## src/rtl/ntru_mult_seq_ctrl_if.sv

```systemverilog
// Stream-side bundle for the NTRU multiplier sequencer: one input and one output AXI4-Stream.
// slave = sequencer side, master = wrapper/bench side.
interface ntru_mult_seq_ctrl_if #(
  parameter int D_WIDTH = 32
);
  logic [D_WIDTH-1:0] din_axis_tdata;
  logic               din_axis_tvalid;
  logic               din_axis_tlast;
  logic               din_axis_tready;
  logic [D_WIDTH-1:0] dout_axis_tdata;
  logic               dout_axis_tvalid;
  logic               dout_axis_tlast;
  logic               dout_axis_tready;

  modport slave (
    input  din_axis_tdata, din_axis_tvalid, din_axis_tlast,
    output din_axis_tready,
    output dout_axis_tdata, dout_axis_tvalid, dout_axis_tlast,
    input  dout_axis_tready
  );

  modport master (
    output din_axis_tdata, din_axis_tvalid, din_axis_tlast,
    input  din_axis_tready,
    input  dout_axis_tdata, dout_axis_tvalid, dout_axis_tlast,
    output dout_axis_tready
  );
endinterface

```

## src/rtl/ntru_mult_seq_ctrl.sv

```systemverilog
// Sequencer between the AXI4-Stream wrapper and the NTRU serial multiplier core.
// Optional cycle counter for the core run is enabled with macro NTRU_SEQ_PERF_EN.
module ntru_mult_seq_ctrl #(
  parameter int N       = 11,
  parameter int Q_BITS  = 11,
  parameter int D_WIDTH = 32,
  parameter int A_BITS  = 4
) (
  input  logic              din_axis_aclk,
  input  logic              din_axis_areset,
  ntru_mult_seq_ctrl_if.slave axis,
  output logic              wr_en,
  output logic [A_BITS-1:0] wr_addr,
  output logic              wr_h_en,
  output logic [Q_BITS-1:0] wr_h,
  output logic [Q_BITS-1:0] wr_m,
  output logic [1:0]        wr_r,
  output logic              core_start,
  input  logic              core_done,
  output logic [A_BITS-1:0] res_addr,
  input  logic [Q_BITS-1:0] res_data,
  output logic              busy,
  output logic              err
`ifdef NTRU_SEQ_PERF_EN
  ,
  output logic [31:0]       perf_cycles
`endif
);

  localparam int W_BITS = 2*Q_BITS + 4;
  localparam logic [A_BITS-1:0] LAST = A_BITS'(N-1);

  typedef enum logic [2:0] {
    S_IDLE, S_LOAD, S_START, S_WAIT, S_READ, S_OUT
  } state_t;

  typedef struct packed {
    logic [1:0]        cmd;
    logic [Q_BITS-1:0] h;
    logic [Q_BITS-1:0] m;
    logic [1:0]        r;
  } word_t;

  state_t            state_q, state_d;
  logic [A_BITS-1:0] idx_q, idx_d;
  logic [A_BITS-1:0] ridx_q, ridx_d;
  logic              key_new_q, key_new_d;
  logic              err_q, err_d;
  logic              rd_vld_q;
  logic [Q_BITS-1:0] dout_q;
  logic [Q_BITS-1:0] dout_val;

  word_t w;
  logic  din_hs, dout_hs;
  logic  cmd_new, cmd_reuse, bad_r;

  assign w         = word_t'(axis.din_axis_tdata[W_BITS-1:0]);
  assign cmd_new   = (w.cmd == 2'b10);
  assign cmd_reuse = (w.cmd == 2'b00);
  assign bad_r     = (w.r == 2'b10);

  generate
    if (D_WIDTH > W_BITS) begin : g_pad
      logic unused_hi;
      assign unused_hi = &{1'b0, axis.din_axis_tdata[D_WIDTH-1:W_BITS]};
    end
  endgenerate

  // Input is only accepted while loading, and never while reset is held.
  assign axis.din_axis_tready = !din_axis_areset && (state_q == S_IDLE || state_q == S_LOAD);
  assign din_hs  = axis.din_axis_tvalid && axis.din_axis_tready;
  assign dout_hs = axis.dout_axis_tvalid && axis.dout_axis_tready;

  always_ff @(posedge din_axis_aclk) begin
    if (din_axis_areset) begin
      state_q   <= S_IDLE;
      idx_q     <= '0;
      ridx_q    <= '0;
      key_new_q <= 1'b0;
      err_q     <= 1'b0;
      rd_vld_q  <= 1'b0;
      dout_q    <= '0;
    end else begin
      state_q   <= state_d;
      idx_q     <= idx_d;
      ridx_q    <= ridx_d;
      key_new_q <= key_new_d;
      err_q     <= err_d;
      rd_vld_q  <= (state_q == S_READ);
      if (rd_vld_q) dout_q <= res_data;
    end
  end

  always_comb begin
    state_d    = state_q;
    idx_d      = idx_q;
    ridx_d     = ridx_q;
    key_new_d  = key_new_q;
    err_d      = err_q;
    wr_en      = 1'b0;
    wr_addr    = '0;
    wr_h_en    = 1'b0;
    wr_h       = '0;
    wr_m       = '0;
    wr_r       = 2'b00;
    core_start = 1'b0;
    unique case (state_q)
      S_IDLE, S_LOAD: begin
        if (din_hs) begin
          wr_en   = 1'b1;
          wr_addr = idx_q;
          wr_h    = w.h;
          wr_m    = w.m;
          wr_r    = bad_r ? 2'b00 : w.r;
          // Word 0 fixes the key mode for the block and restarts error tracking.
          if (state_q == S_IDLE) begin
            key_new_d = cmd_new;
            wr_h_en   = cmd_new;
            err_d     = !(cmd_new || cmd_reuse);
          end else begin
            wr_h_en   = key_new_q;
          end
          if (bad_r) err_d = 1'b1;
          if (idx_q == LAST) begin
            if (!axis.din_axis_tlast) err_d = 1'b1;
            idx_d   = '0;
            state_d = S_START;
          end else if (axis.din_axis_tlast) begin
            err_d   = 1'b1;
            idx_d   = '0;
            state_d = S_IDLE;
          end else begin
            idx_d   = idx_q + 1'b1;
            state_d = S_LOAD;
          end
        end
      end
      S_START: begin
        core_start = 1'b1;
        state_d    = S_WAIT;
      end
      S_WAIT: begin
        if (core_done) begin
          ridx_d  = '0;
          state_d = S_READ;
        end
      end
      S_READ: state_d = S_OUT;
      S_OUT: begin
        // Each accepted beat goes back through READ: one bubble while the next word returns.
        if (dout_hs) begin
          if (ridx_q == LAST) begin
            ridx_d  = '0;
            state_d = S_IDLE;
          end else begin
            ridx_d  = ridx_q + 1'b1;
            state_d = S_READ;
          end
        end
      end
      default: state_d = S_IDLE;
    endcase
  end

  // Fresh read data goes straight out; the held copy keeps the beat stable under stall.
  assign dout_val              = rd_vld_q ? res_data : dout_q;
  assign axis.dout_axis_tvalid = (state_q == S_OUT);
  assign axis.dout_axis_tdata  = (state_q == S_OUT) ? {{(D_WIDTH-Q_BITS){1'b0}}, dout_val} : '0;
  assign axis.dout_axis_tlast  = (state_q == S_OUT) && (ridx_q == LAST);
  assign res_addr              = ridx_q;
  assign busy                  = (state_q != S_IDLE);
  assign err                   = err_q;

`ifdef NTRU_SEQ_PERF_EN
  logic [31:0] perf_cnt_q;
  logic [31:0] perf_inc;

  assign perf_inc = (perf_cnt_q == 32'hFFFF_FFFF) ? perf_cnt_q : perf_cnt_q + 32'd1;

  // The start cycle counts as 1, so the value latched at done includes both endpoints.
  always_ff @(posedge din_axis_aclk) begin
    if (din_axis_areset) begin
      perf_cnt_q  <= '0;
      perf_cycles <= '0;
    end else if (state_q == S_START) begin
      perf_cnt_q  <= 32'd1;
    end else if (state_q == S_WAIT) begin
      perf_cnt_q  <= perf_inc;
      if (core_done) perf_cycles <= perf_inc;
    end
  end
`endif

endmodule

```

## src/flat_wrapper.sv

```systemverilog
// flat-port wrapper written by rule: the top's interface ports become plain ports
module ntru_mult_seq_ctrl_flat 
#(
  parameter int N       = 11,
  parameter int Q_BITS  = 11,
  parameter int D_WIDTH = 32,
  parameter int A_BITS  = 4
)
  (din_axis_aclk, din_axis_areset, wr_en, wr_addr, wr_h_en, wr_h, wr_m, wr_r, core_start, core_done, res_addr, res_data, busy, err, axis_din_axis_tdata, axis_din_axis_tvalid, axis_din_axis_tlast, axis_din_axis_tready, axis_dout_axis_tdata, axis_dout_axis_tvalid, axis_dout_axis_tlast, axis_dout_axis_tready);
  ntru_mult_seq_ctrl_if #(.D_WIDTH(D_WIDTH)) axis_i ();
  input  logic din_axis_aclk;
  input  logic din_axis_areset;
  output logic wr_en;
  output logic [A_BITS-1:0] wr_addr;
  output logic wr_h_en;
  output logic [Q_BITS-1:0] wr_h;
  output logic [Q_BITS-1:0] wr_m;
  output logic [1:0] wr_r;
  output logic core_start;
  input  logic core_done;
  output logic [A_BITS-1:0] res_addr;
  input  logic [Q_BITS-1:0] res_data;
  output logic busy;
  output logic err;
  input wire logic [$bits(axis_i.din_axis_tdata)-1:0] axis_din_axis_tdata;
  input wire logic [$bits(axis_i.din_axis_tvalid)-1:0] axis_din_axis_tvalid;
  input wire logic [$bits(axis_i.din_axis_tlast)-1:0] axis_din_axis_tlast;
  output wire logic [$bits(axis_i.din_axis_tready)-1:0] axis_din_axis_tready;
  output wire logic [$bits(axis_i.dout_axis_tdata)-1:0] axis_dout_axis_tdata;
  output wire logic [$bits(axis_i.dout_axis_tvalid)-1:0] axis_dout_axis_tvalid;
  output wire logic [$bits(axis_i.dout_axis_tlast)-1:0] axis_dout_axis_tlast;
  input wire logic [$bits(axis_i.dout_axis_tready)-1:0] axis_dout_axis_tready;
  assign axis_i.din_axis_tdata = axis_din_axis_tdata;
  assign axis_i.din_axis_tvalid = axis_din_axis_tvalid;
  assign axis_i.din_axis_tlast = axis_din_axis_tlast;
  assign axis_din_axis_tready = axis_i.din_axis_tready;
  assign axis_dout_axis_tdata = axis_i.dout_axis_tdata;
  assign axis_dout_axis_tvalid = axis_i.dout_axis_tvalid;
  assign axis_dout_axis_tlast = axis_i.dout_axis_tlast;
  assign axis_i.dout_axis_tready = axis_dout_axis_tready;
  ntru_mult_seq_ctrl #(.N(N), .Q_BITS(Q_BITS), .D_WIDTH(D_WIDTH), .A_BITS(A_BITS)) u_core (.din_axis_aclk(din_axis_aclk), .din_axis_areset(din_axis_areset), .axis(axis_i), .wr_en(wr_en), .wr_addr(wr_addr), .wr_h_en(wr_h_en), .wr_h(wr_h), .wr_m(wr_m), .wr_r(wr_r), .core_start(core_start), .core_done(core_done), .res_addr(res_addr), .res_data(res_data), .busy(busy), .err(err));
endmodule
```

## config.mk

```make
export PLATFORM = sky130hd
export DESIGN_NAME = ntru_mult_seq_ctrl_flat
export DESIGN_NICKNAME = d
export VERILOG_FILES = /design/src/rtl/ntru_mult_seq_ctrl_if.sv /design/src/rtl/ntru_mult_seq_ctrl.sv /design/src/flat_wrapper.sv
export SDC_FILE = /design/constraint.sdc
export NUM_CORES = 1
export LEC_CHECK = 0
export CORE_AREA = 2 2 82 76
export CTS_CLUSTER_SIZE = 28
export DETAILED_ROUTE_END_ITERATION = 12
export DIE_AREA = 0 0 84 78
export HOLD_SLACK_MARGIN = 0.05
export PLACE_DENSITY = 0.77
export SYNTH_ARGS = -nofsm -noshare
export SYNTH_HDL_FRONTEND = slang
export SYNTH_SLANG_ARGS = --single-unit
```

## constraint.sdc

```tcl
create_clock -name din_axis_aclk -period 1.55 [get_ports din_axis_aclk]
set_input_delay 0.31 -clock din_axis_aclk [delete_from_list [all_inputs] [get_ports din_axis_aclk]]
set_output_delay 0.31 -clock din_axis_aclk [all_outputs]
set_load 0.01 [all_outputs]
```

# Word level (Yosys, flattened, before mapping)
# Index checks and enable logic that the tools add are counted.
totals:
  register_bits: 25
  output_inout_bits: 72
  wordCells: 72
classes:
  reduce_logical: 16
  muxes: 35
  add_sub_neg: 2
  n_eq_ne: 12
ops:
  columns: ["cell", "n"]
  rows:
  - ["11-bit two-way mux", 6]
  - ["4-bit two-way mux", 7]
  - ["3-bit two-way mux", 5]
  - ["3-bit one-hot mux with 5 select lines", 1]
  - ["1-bit two-way mux", 12]
  - ["4-bit by 1-bit adder with 4-bit output (second input constant)", 2]
  - ["4-bit == test (second input constant)", 2]
  - ["4-bit one-hot mux with 2 select lines", 1]
  - ["3-bit by 2-bit == test with 1-bit output (second input constant)", 2]
  - ["3-bit == test (second input constant)", 2]
  - ["2-bit two-way mux", 3]
  - ["3-bit AND reduction", 2]
  - ["2-bit == test (second input constant)", 2]
  - ["1-bit logical AND", 4]
  - ["2-bit inequality test (second input constant)", 2]
  - ["3-bit by 1-bit == test with 1-bit output (second input constant)", 1]
  - ["3-bit zero test", 1]
  - ["3-bit nonzero test", 1]
  - ["1-bit zero test", 2]
  - ["2-bit zero test", 1]
  - ["1-bit logical OR", 2]
  - ["2-bit by 1-bit inequality test with 1-bit output (second input constant)", 1]
  - ["2-bit AND reduction", 1]
  - ["2-bit nonzero test", 1]
  - ["2-bit OR reduction", 1]

# Depth between registers and ports, before layout
# Gate-level depths: netlist of the first run.
logic_depth:
  ltp_word: 7
  depth_mapped: 5

# Least setup slack after synthesis of the first run
# Ideal clock, no wire load.
synth_path:
  path_type: "register -> output"
  start: "register u_core.state_q[1]"
  end: "output port wr_m[2]"
  stages_incl_launch_ff: 5
  setup_slack_ns: -0.201
  n_path_buf: 1
  arrival_time_ns: 1.441
  path_cell_list: "dfxtp_1 > or4b_4 > inv_1 > clkbuf_1 > and2_1"
synth_via:
  elab_chain_cells: 6
  elab_cells_between_ends: 8
  classes_between: "eq/ne: 1; mux: 2; reduce/logical: 5"
synth_rtl:
  columns: ["element", "line", "rtl"]
  rows:
  - ["from (decl)", "ntru_mult_seq_ctrl.sv:44", "state_t state_q, state_d;"]
  - ["from (signal assigned)", "ntru_mult_seq_ctrl.sv:84", "state_q <= state_d;"]
  - ["3-bit by 1-bit == test with 1-bit output or 3-bit zero test (tied branches)", "ntru_mult_seq_ctrl.sv:70, ntru_mult_seq_ctrl.sv:107", null]
  - ["1-bit logical OR", "ntru_mult_seq_ctrl.sv:70", "assign axis.din_axis_tready = !din_axis_areset && (state_q == S_IDLE || state_q == S_LOAD);"]
  - ["1-bit logical AND", "ntru_mult_seq_ctrl.sv:70", null]
  - ["1-bit logical AND", "ntru_mult_seq_ctrl.sv:71", "assign din_hs = axis.din_axis_tvalid && axis.din_axis_tready;"]
  - ["11-bit two-way mux", "ntru_mult_seq_ctrl.sv:109", "if (din_hs) begin"]
  - ["11-bit two-way mux *", "ntru_mult_seq_ctrl.sv:107", "unique case (state_q)"]
  - ["to (decl)", "flat_wrapper.sv:17", "output logic [Q_BITS-1:0] wr_m;"]
# Mark *: on every way between the ends. The rest lies on a longest branch, timed or not.

# Worst setup path in the final report of the first run
layout_path:
  start: "register u_core.state_q[2]"
  end: "output port wr_addr[1]"
layout_via:
  elab_chain_cells: 6
  elab_cells_between_ends: 8
  classes_between: "eq/ne: 1; mux: 2; reduce/logical: 5"
layout_rtl:
  columns: ["element", "line", "rtl"]
  rows:
  - ["3-bit by 1-bit == test with 1-bit output or 3-bit zero test (tied branches)", "ntru_mult_seq_ctrl.sv:70, ntru_mult_seq_ctrl.sv:107", null]
  - ["1-bit logical OR", "ntru_mult_seq_ctrl.sv:70", null]
  - ["1-bit logical AND", "ntru_mult_seq_ctrl.sv:70", null]
  - ["1-bit logical AND", "ntru_mult_seq_ctrl.sv:71", null]
  - ["4-bit two-way mux", "ntru_mult_seq_ctrl.sv:109", null]
  - ["4-bit two-way mux *", "ntru_mult_seq_ctrl.sv:107", null]
  - ["to (decl)", "flat_wrapper.sv:14", "output logic [A_BITS-1:0] wr_addr;"]
# Marks and branches as above.

==> results of run 1 <==
==> sequential cells by signal (all words and copies together) (netlist names) <==
register	cells
u_core.dout_q	11
u_core.idx_q	4
u_core.res_addr	4
u_core.state_q	3
u_core.err	1
u_core.key_new_q	1
u_core.rd_vld_q	1
==> Yosys cell counts <==
master / n / share of area
clkbuf_1: 9 / 0.021
or3b_1: 1 / 0.0053
nand3_1: 5 / 0.015
nand4_1: 4 / 0.015
and2_1: 26 / 0.099
a31oi_1: 2 / 0.0076
o32ai_1: 2 / 0.011
buf_4: 21 / 0.096
dfxtp_1: 25 / 0.30
and4b_1: 1 / 0.0061
buf_6: 1 / 0.0069
o21ai_0: 5 / 0.015
conb_1: 1 / 0.0023
nor2b_1: 7 / 0.027
xnor2_1: 1 / 0.0053
nor2_1: 31 / 0.071
nand2b_1: 4 / 0.015
or4_1: 1 / 0.0046
or4bb_1: 1 / 0.0069
o22ai_1: 1 / 0.0038
o221a_2: 1 / 0.0069
or2_2: 1 / 0.0038
or3_1: 1 / 0.0038
and3_1: 1 / 0.0038
a21oi_1: 6 / 0.018
buf_1: 3 / 0.0069
a21o_1: 1 / 0.0046
nand3b_1: 4 / 0.018
nand4b_1: 2 / 0.011
mux2i_1: 14 / 0.085
a311oi_1: 2 / 0.011
o211ai_1: 1 / 0.0046
ha_1: 4 / 0.030
a31o_2: 1 / 0.0053
or4b_4: 1 / 0.0084
nor4b_1: 1 / 0.0053
inv_1: 7 / 0.016
nor3_1: 1 / 0.0030
nand2_1: 7 / 0.016
==> timing repair <==
item	CTS	global route
gates resized for setup	234	30
setup endpoints to repair	57	54
endpoints found under the hold margin	0	0
gates cloned	1	1
pin swaps	13	11
buffers inserted	9	7
==> metrics by stage <==
stage	util	cell area, sq um	instances	power [uW]
floorplan	-	1800	228	854
global placement	0.509	2860	390	1020
detailed placement	0.509	2860	390	1030
CTS	0.534	3010	404	1470
global route	0.558	3140	411	1550
finish	0.558	3140	411	1470
==> area by class of cell <==
class / count / area, sq um / share of cell area
multi-input cells: 162 / 1100 / 0.350
inverters: 7 / 33.8 / 0.0107
well taps: 70 / 87.6 / 0.0279
clock buffers: 4 / 45.0 / 0.0143
repair buffers: 143 / 1370 / 0.436
flip-flops and latches: 25 / 504 / 0.160
==> cell families (layout without fill, tap and decap cells) <==
group                      after synthesis  count (layout)
AOI/OAI and AO/OA                       22              22
DFF                                     25              25
adders and majority gates                4               4
other                                    1              21
xor gates and xnor gates                 1               1
and+or+nand+nor                        100             100
muxes                                   14              14
buffers and inverters                   41             154
==> routing by layer <==
layer,GRT usage,up-vias,part of all wire
met2,0.272,46,0.54
met1,0.172,838,0.41
met5,0,-,0
met3,0.0223,2,0.038
met4,0.0290,0,0.0042
li1,-,930,-
==> power groups by stage <==
stage	Combinational (uW)	Sequential (uW)	Clock, uW
global placement	352	668	0
floorplan	184	670	0
detailed placement	357	668	0
CTS	408	654	405
finish	424	655	390
global route	450	657	442
==> how the worst max path moves through the flow <==
stage,from,end,slack (ns),depth (start not counted)
5_1_grt,u_core.state_q[2]$_SDFFE_PP0P_,wr_h[1],-0.54,6
3_5_place_dp,din_axis_areset,wr_h[2],-1.00,6
4_1_cts,u_core.state_q[1]$_SDFFE_PP0P_,wr_addr[1],-0.48,6
3_3_place_gp,din_axis_areset,wr_h[9],-0.96,6
2_1_floorplan,din_axis_areset,wr_r[1],-0.03,4
6_report,u_core.state_q[2]$_SDFFE_PP0P_,wr_addr[1],-0.49,6
==> worst max-delay path: cells and delay by family (launching register included) <==
family        cells  cell delay, ns
flops             1            0.34
buf+inv           4            0.39
simple gates      2            0.72
==> metrics.yaml, run 1 <==
synthesis:
  synthAdderAreaFrac: 0.0305
  synthMuxAreaShare: 0.0853
  synth_cell_type_count: 39
  avgSynthCellArea_sq_um: 7.90
  synthCells: 208
  yosys.area_share.simple: 0.338
  synth_compound_area_frac: 0.0876
  synth-seq-cells: 25
  synth_top_family_by_area: "simple AND/OR/NAND/NOR gates"
  synth-xor-area-share: 0.00533
  ys_warn_count: 0
  syn_area_sq_um: 1640
  ys_seq_area_frac: 0.305
route:
  vias: 1816
  drtPass1Iterations: 4
  detail_route.wl_per_cell_um: 12.8
  drcViolationCount: 0
  first_iter_violations: 74
  antenna_left: 0
  wirelength_um: 5270
  avgViaCountPerCell: 4.42
final_layout:
  nets: 395
  area_growth_syn_to_layout_pct: 91.3
  layout-drive-gt1-share: 0.419
  final_common_cell: "buf_6"
  nFillCells: 500
  final_cell_mix: "43 x buf_6, 41 x clkdlybuf4s50_1, 31 x buf_4"
  antennaDiodeCount: 0
setup_path:
  cp.arrival_ns: 1.73
  path_common_cell: "buf_12"
  cp_max_fo: 8
  start_kind: "flop"
  crit_path_cell_trace: "or4b_4 -> inv_8 -> buf_12 -> buf_12 -> and2_4 -> buf_6"
  cp.required_ns: 1.24
  crit_slowest_cell: "or4b_4"
  r2r_end: "u_core.idx_q[3]$_SDFFE_PP0P_"
  path_class: "reg -> out"
  reg2reg_depth: 6
  end_kind: "output pin"
  slowest_delay_ns: 0.58
  r2r_start: "u_core.state_q[2]$_SDFFE_PP0P_"
  ff2ff_setup_slack_ns: -0.36
floorplan:
  die_h_um: 78
  io_pins: 121
  start_util: 0.292
  die_width_um: 84
  core_area_sq_um: 5630
  rows: 26
  dieArea_sq_um: 6550
power_and_ir_drop:
  p_clk_frac: 0.266
  p_int_uw: 1090
  swShare: 0.256
  ir_worst_vdd_mv: 0.312
  static-leakage-power_uw: 0.00141
  pwr-share-comb: 0.289
  pwr_density_cell_nw_per_um2: 467
  switchingPower_uw: 376
  seqPwrFrac: 0.446
sta:
  fin_hold_ws_ns: 0.488
  finalHoldViolCount: 0
  setup_violations: 51
  finalClockSkew_ns: 0.0109
  rsz0062_at_grt: "yes"
  finalCritPeriodShare: 1.31
  fin_ws_ns: -0.487
  max_freq_mhz: 491
  period_needed_ns: 2.04
  fin_setup_tns_ns: -16.61
  drv_slew: 0
status:
  violations: "setup timing"
  status: "complete, but fails checks"
grt:
  gr-total-overflow: 0
  antenna_found_initial: 0
  grt_pass1_wl_um: 7970
  grt_util_all_layers: 0.144
  grt_pass1_vias: 1665
  grt_max_degree: 31
clock_tree:
  clk_pin_slew_ns: 0.09
  htreeDepth: 1
  cts_inserted_buffers: 3
  clock_path_buffers: 2
  cts-root-buf: "clkbuf_8"
  cts_sinks: 25
  hold_buffers: 0
  cts_tree: "done"
  insertion_delay_ns: 0.27
worst_hold_path:
  hold_depth: 2
  hold-path-endpoint: "u_core.key_new_q$_SDFFE_PP0P_"
  hold_path.class: "reg -> reg"
  min_from: "u_core.key_new_q$_SDFFE_PP0P_"
placement:
  preCtsSetupSlack_ns: -1.00
  hpwlAfterDp_um: 3600
  gp_routability_congestion: 0.746
  io_buffers: 93
run:
  max_cap_violations: 0
Power figures use the tool's default switching activity.
==> run 2, diff against run 1 <==
--- a/config.mk
+++ b/config.mk
@@ -9,7 +9,7 @@
 export CTS_CLUSTER_SIZE = 28
 export DETAILED_ROUTE_END_ITERATION = 12
 export DIE_AREA = 0 0 84 78
-export HOLD_SLACK_MARGIN = 0.05
+export HOLD_SLACK_MARGIN = 0.03
 export PLACE_DENSITY = 0.77
 export SYNTH_ARGS = -nofsm -noshare
 export SYNTH_HDL_FRONTEND = slang
==> constraint.sdc (replaced) <==
create_clock -name din_axis_aclk -period 1.55 [get_ports din_axis_aclk]
set_input_delay 0.31 -clock din_axis_aclk [delete_from_list [all_inputs] [get_ports din_axis_aclk]]
set_output_delay 0.31 -clock din_axis_aclk [all_outputs]
set_load 0.1 [all_outputs]
==> run 2 against run 1 <==
  * The flow still finishes with violations (setup timing)
  * Sequential power fell by 0.8%
  * Sequential cell count did not move
  * Routed wire length rose by 17%
  * Final cell count fell by 1.7%
  * Final area rose by 22%
  * Clock skew fell by 0.0081 ns
  * Clock-buffer cell count did not move
==> metrics.yaml, run 2 (synthesized netlist as in run 1, its figures left out) <==
sta:
  rsz0062_at_grt: "yes"
  fin_ws_ns: -0.481  # +0.00595 ns
  drv_slew: 0  # unchanged
  fin_setup_tns_ns: -19.23  # -2.62 ns
  max_freq_mhz: 492  # +0.29%
  period_needed_ns: 2.03  # -0.00595 ns
  finalClockSkew_ns: 0.00286  # -0.00805 ns
  setup_violations: 51  # unchanged
  finalHoldViolCount: 0  # unchanged
  finalCritPeriodShare: 1.31  # -0.00384
route:
  vias: 1883  # +3.7%
  avgViaCountPerCell: 4.66  # +5.5%
  first_iter_violations: 71  # -4.1%
  wirelength_um: 6180  # +17%
  detail_route.wl_per_cell_um: 15.3  # +19%
  antenna_left: 0  # unchanged
  drtPass1Iterations: 4  # unchanged
  drcViolationCount: 0  # unchanged
status:
  status: "complete, but fails checks"
  violations: "setup timing"
clock_tree:
  htreeDepth: 1  # unchanged
  cts_sinks: 25  # unchanged
  clock_path_buffers: 2  # unchanged
  cts_tree: "done"
  cts-root-buf: "clkbuf_8"
  cts_inserted_buffers: 3  # unchanged
  insertion_delay_ns: 0.27  # about the same
  clk_pin_slew_ns: 0.08  # about the same
grt:
  grt_pass1_wl_um: 9800  # +23%
  antenna_found_initial: 0  # unchanged
  gr-total-overflow: 0  # unchanged
  grt_util_all_layers: 0.187  # +0.0433
  grt_pass1_vias: 1995  # +20%
  grt_max_degree: 31  # unchanged
setup_path:
  cp_max_fo: 8  # unchanged
  start_kind: "flop"
  path_common_cell: "buf_12"
  reg2reg_depth: 4  # -2
  ff2ff_setup_slack_ns: -0.23  # +0.13 ns
  cp.arrival_ns: 1.72  # about the same
  critPathTopFamily: "simple AND/OR/NAND/NOR gates"
  crit_path_cell_trace: "or4b_4 -> inv_8 -> buf_12 -> and2_4 -> buf_12"
  slowest_delay_ns: 0.55  # -0.03 ns
  r2r_start: "u_core.state_q[2]$_SDFFE_PP0P_"
  critPathBufInv: 3  # -1
  r2r_end: "u_core.idx_q[3]$_SDFFE_PP0P_"
  path_class: "reg -> out"
  crit_slowest_cell: "or4b_4"
  end_kind: "output pin"
  cp.required_ns: 1.24  # about the same
power_and_ir_drop:
  switchingPower_uw: 823  # +120%
  total_power_uw: 1970  # +34%
  pwr_density_cell_nw_per_um2: 515  # +10%
  p_clk_frac: 0.199  # -0.067
  static-leakage-power_uw: 0.00151  # +7.0%
  seqPwrFrac: 0.330  # -0.116
  p_int_uw: 1150  # +4.9%
  ir_worst_vdd_mv: 0.301  # -3.4%
  pwr-share-comb: 0.471  # +0.182
  swShare: 0.418  # +0.162
worst_hold_path:
  hold-path-endpoint: "u_core.idx_q[0]$_SDFFE_PP0P_"
  hold_depth: 2  # unchanged
  hold_path.class: "reg -> reg"
  min_from: "u_core.idx_q[0]$_SDFFE_PP0P_"
floorplan:
  start_util: 0.292  # unchanged
  io_pins: 121  # unchanged
  die_width_um: 84  # unchanged
  rows: 26  # unchanged
  core_area_sq_um: 5630  # unchanged
  die_h_um: 78  # unchanged
  dieArea_sq_um: 6550  # unchanged
run:
  max_cap_violations: 0  # unchanged
final_layout:
  largest_register_ffs: 11  # unchanged
  nFillCells: 398  # -20%
  top_register: "u_core.dout_q"
  final_common_cell: "buf_12"
  final_area_sq_um: 3830  # +22%
  nets: 388  # -1.8%
  final_cell_mix: "54 x buf_12, 40 x clkdlybuf4s50_1, 26 x and2_4, 26 x buf_4, 21 x conb_1"
  final_cells: 404  # -1.7%
  antennaDiodeCount: 0  # unchanged
  layout-drive-gt1-share: 0.494  # +0.0747
  area_growth_syn_to_layout_pct: 133
placement:
  preCtsSetupSlack_ns: -0.645  # +0.358 ns
  dpl_cell_area_sq_um: 3500  # +22%
  hpwlAfterDp_um: 4270  # +19%
  io_buffers: 93  # unchanged
  placed_cells: 385  # -1.3%
  gp_routability_congestion: 0.817  # +9.5%
==> run 2: cell types whose count changed in the layout (fill, tap and decap cells not counted), moves of 3 or more <==
cell,delta
buf_12,+49
buf_6,-32
buf_2,-16
nor2_4,+15
nor2_1,-13
buf_4,-5
dlygate4sd2_1,-4
a21oi_1,-3
a21oi_2,+3
dfxtp_1,-3
dfxtp_4,+3
==> run 2: what timing repair did <==
action,4_1_cts,5_1_grt
cloned,2,0
setup endpoints to repair,54,56
hold buffers,0,0
pin swaps,16,7
resized for setup,23,12
buffers inserted,10,5
==> run 2: through the flow <==
stage	utilization	hold slack (ns)
final	0.680	0.511
after detailed placement	0.622	0.482
after global routing	0.680	0.544
after CTS	0.667	0.510
after global placement	0.622	0.457
after floorplan	-	0.449
==> run 2: worst register-to-register path: stages, from the launching register on <==
cell	delay, ns
dfxtp_2	0.33
or4b_4	0.55
buf_4	0.21
or4_1	0.47
a31oi_1	0.16
==> run 2: area by class of cell <==
type                            instances  area [sq um]  area share
Tap cell                               70          87.6      0.0229
Timing Repair Buffer                  136          1890       0.493
Sequential cell                        25           515       0.135
Multi-Input combinational cell        162          1250       0.328
Clock buffer                            4          45.0      0.0118
Inverter                                7          37.5     0.00980
==> run 2: worst max-delay path by stage <==
stage | end | cells after the start | start | slack, ns
after detailed placement | u_core.idx_q[3]$_SDFFE_PP0P_ | 5 | axis_din_axis_tvalid | -0.65
after global placement | u_core.idx_q[3]$_SDFFE_PP0P_ | 5 | axis_din_axis_tvalid | -0.63
final | wr_r[0] | 5 | u_core.state_q[2]$_SDFFE_PP0P_ | -0.48
after global routing | wr_r[1] | 5 | u_core.state_q[2]$_SDFFE_PP0P_ | -0.53
after floorplan | axis_dout_axis_tdata[1] | 4 | u_core.state_q[1]$_SDFFE_PP0P_ | -0.36
after CTS | wr_m[2] | 5 | u_core.state_q[2]$_SDFFE_PP0P_ | -0.48
==> run 2: routing by layer <==
metal	vias to the layer above	track usage	routed length [um]
met5	-	0	0
met2	66	0.341	3300
met3	17	0.0447	266
met4	0	0.0790	167
met1	888	0.208	2440
li1	912	-	-
==> run 2: power groups by stage <==
| stage | Sequential (uW) | Clock (uW) | Combinational (uW) |
|---|---|---|---|
| finish | 650 | 392 | 928 |
| CTS | 650 | 407 | 920 |
| global route | 652 | 434 | 953 |
| global placement | 664 | 0 | 880 |
| detailed placement | 665 | 0 | 890 |
| floorplan | 687 | 0 | 611 |
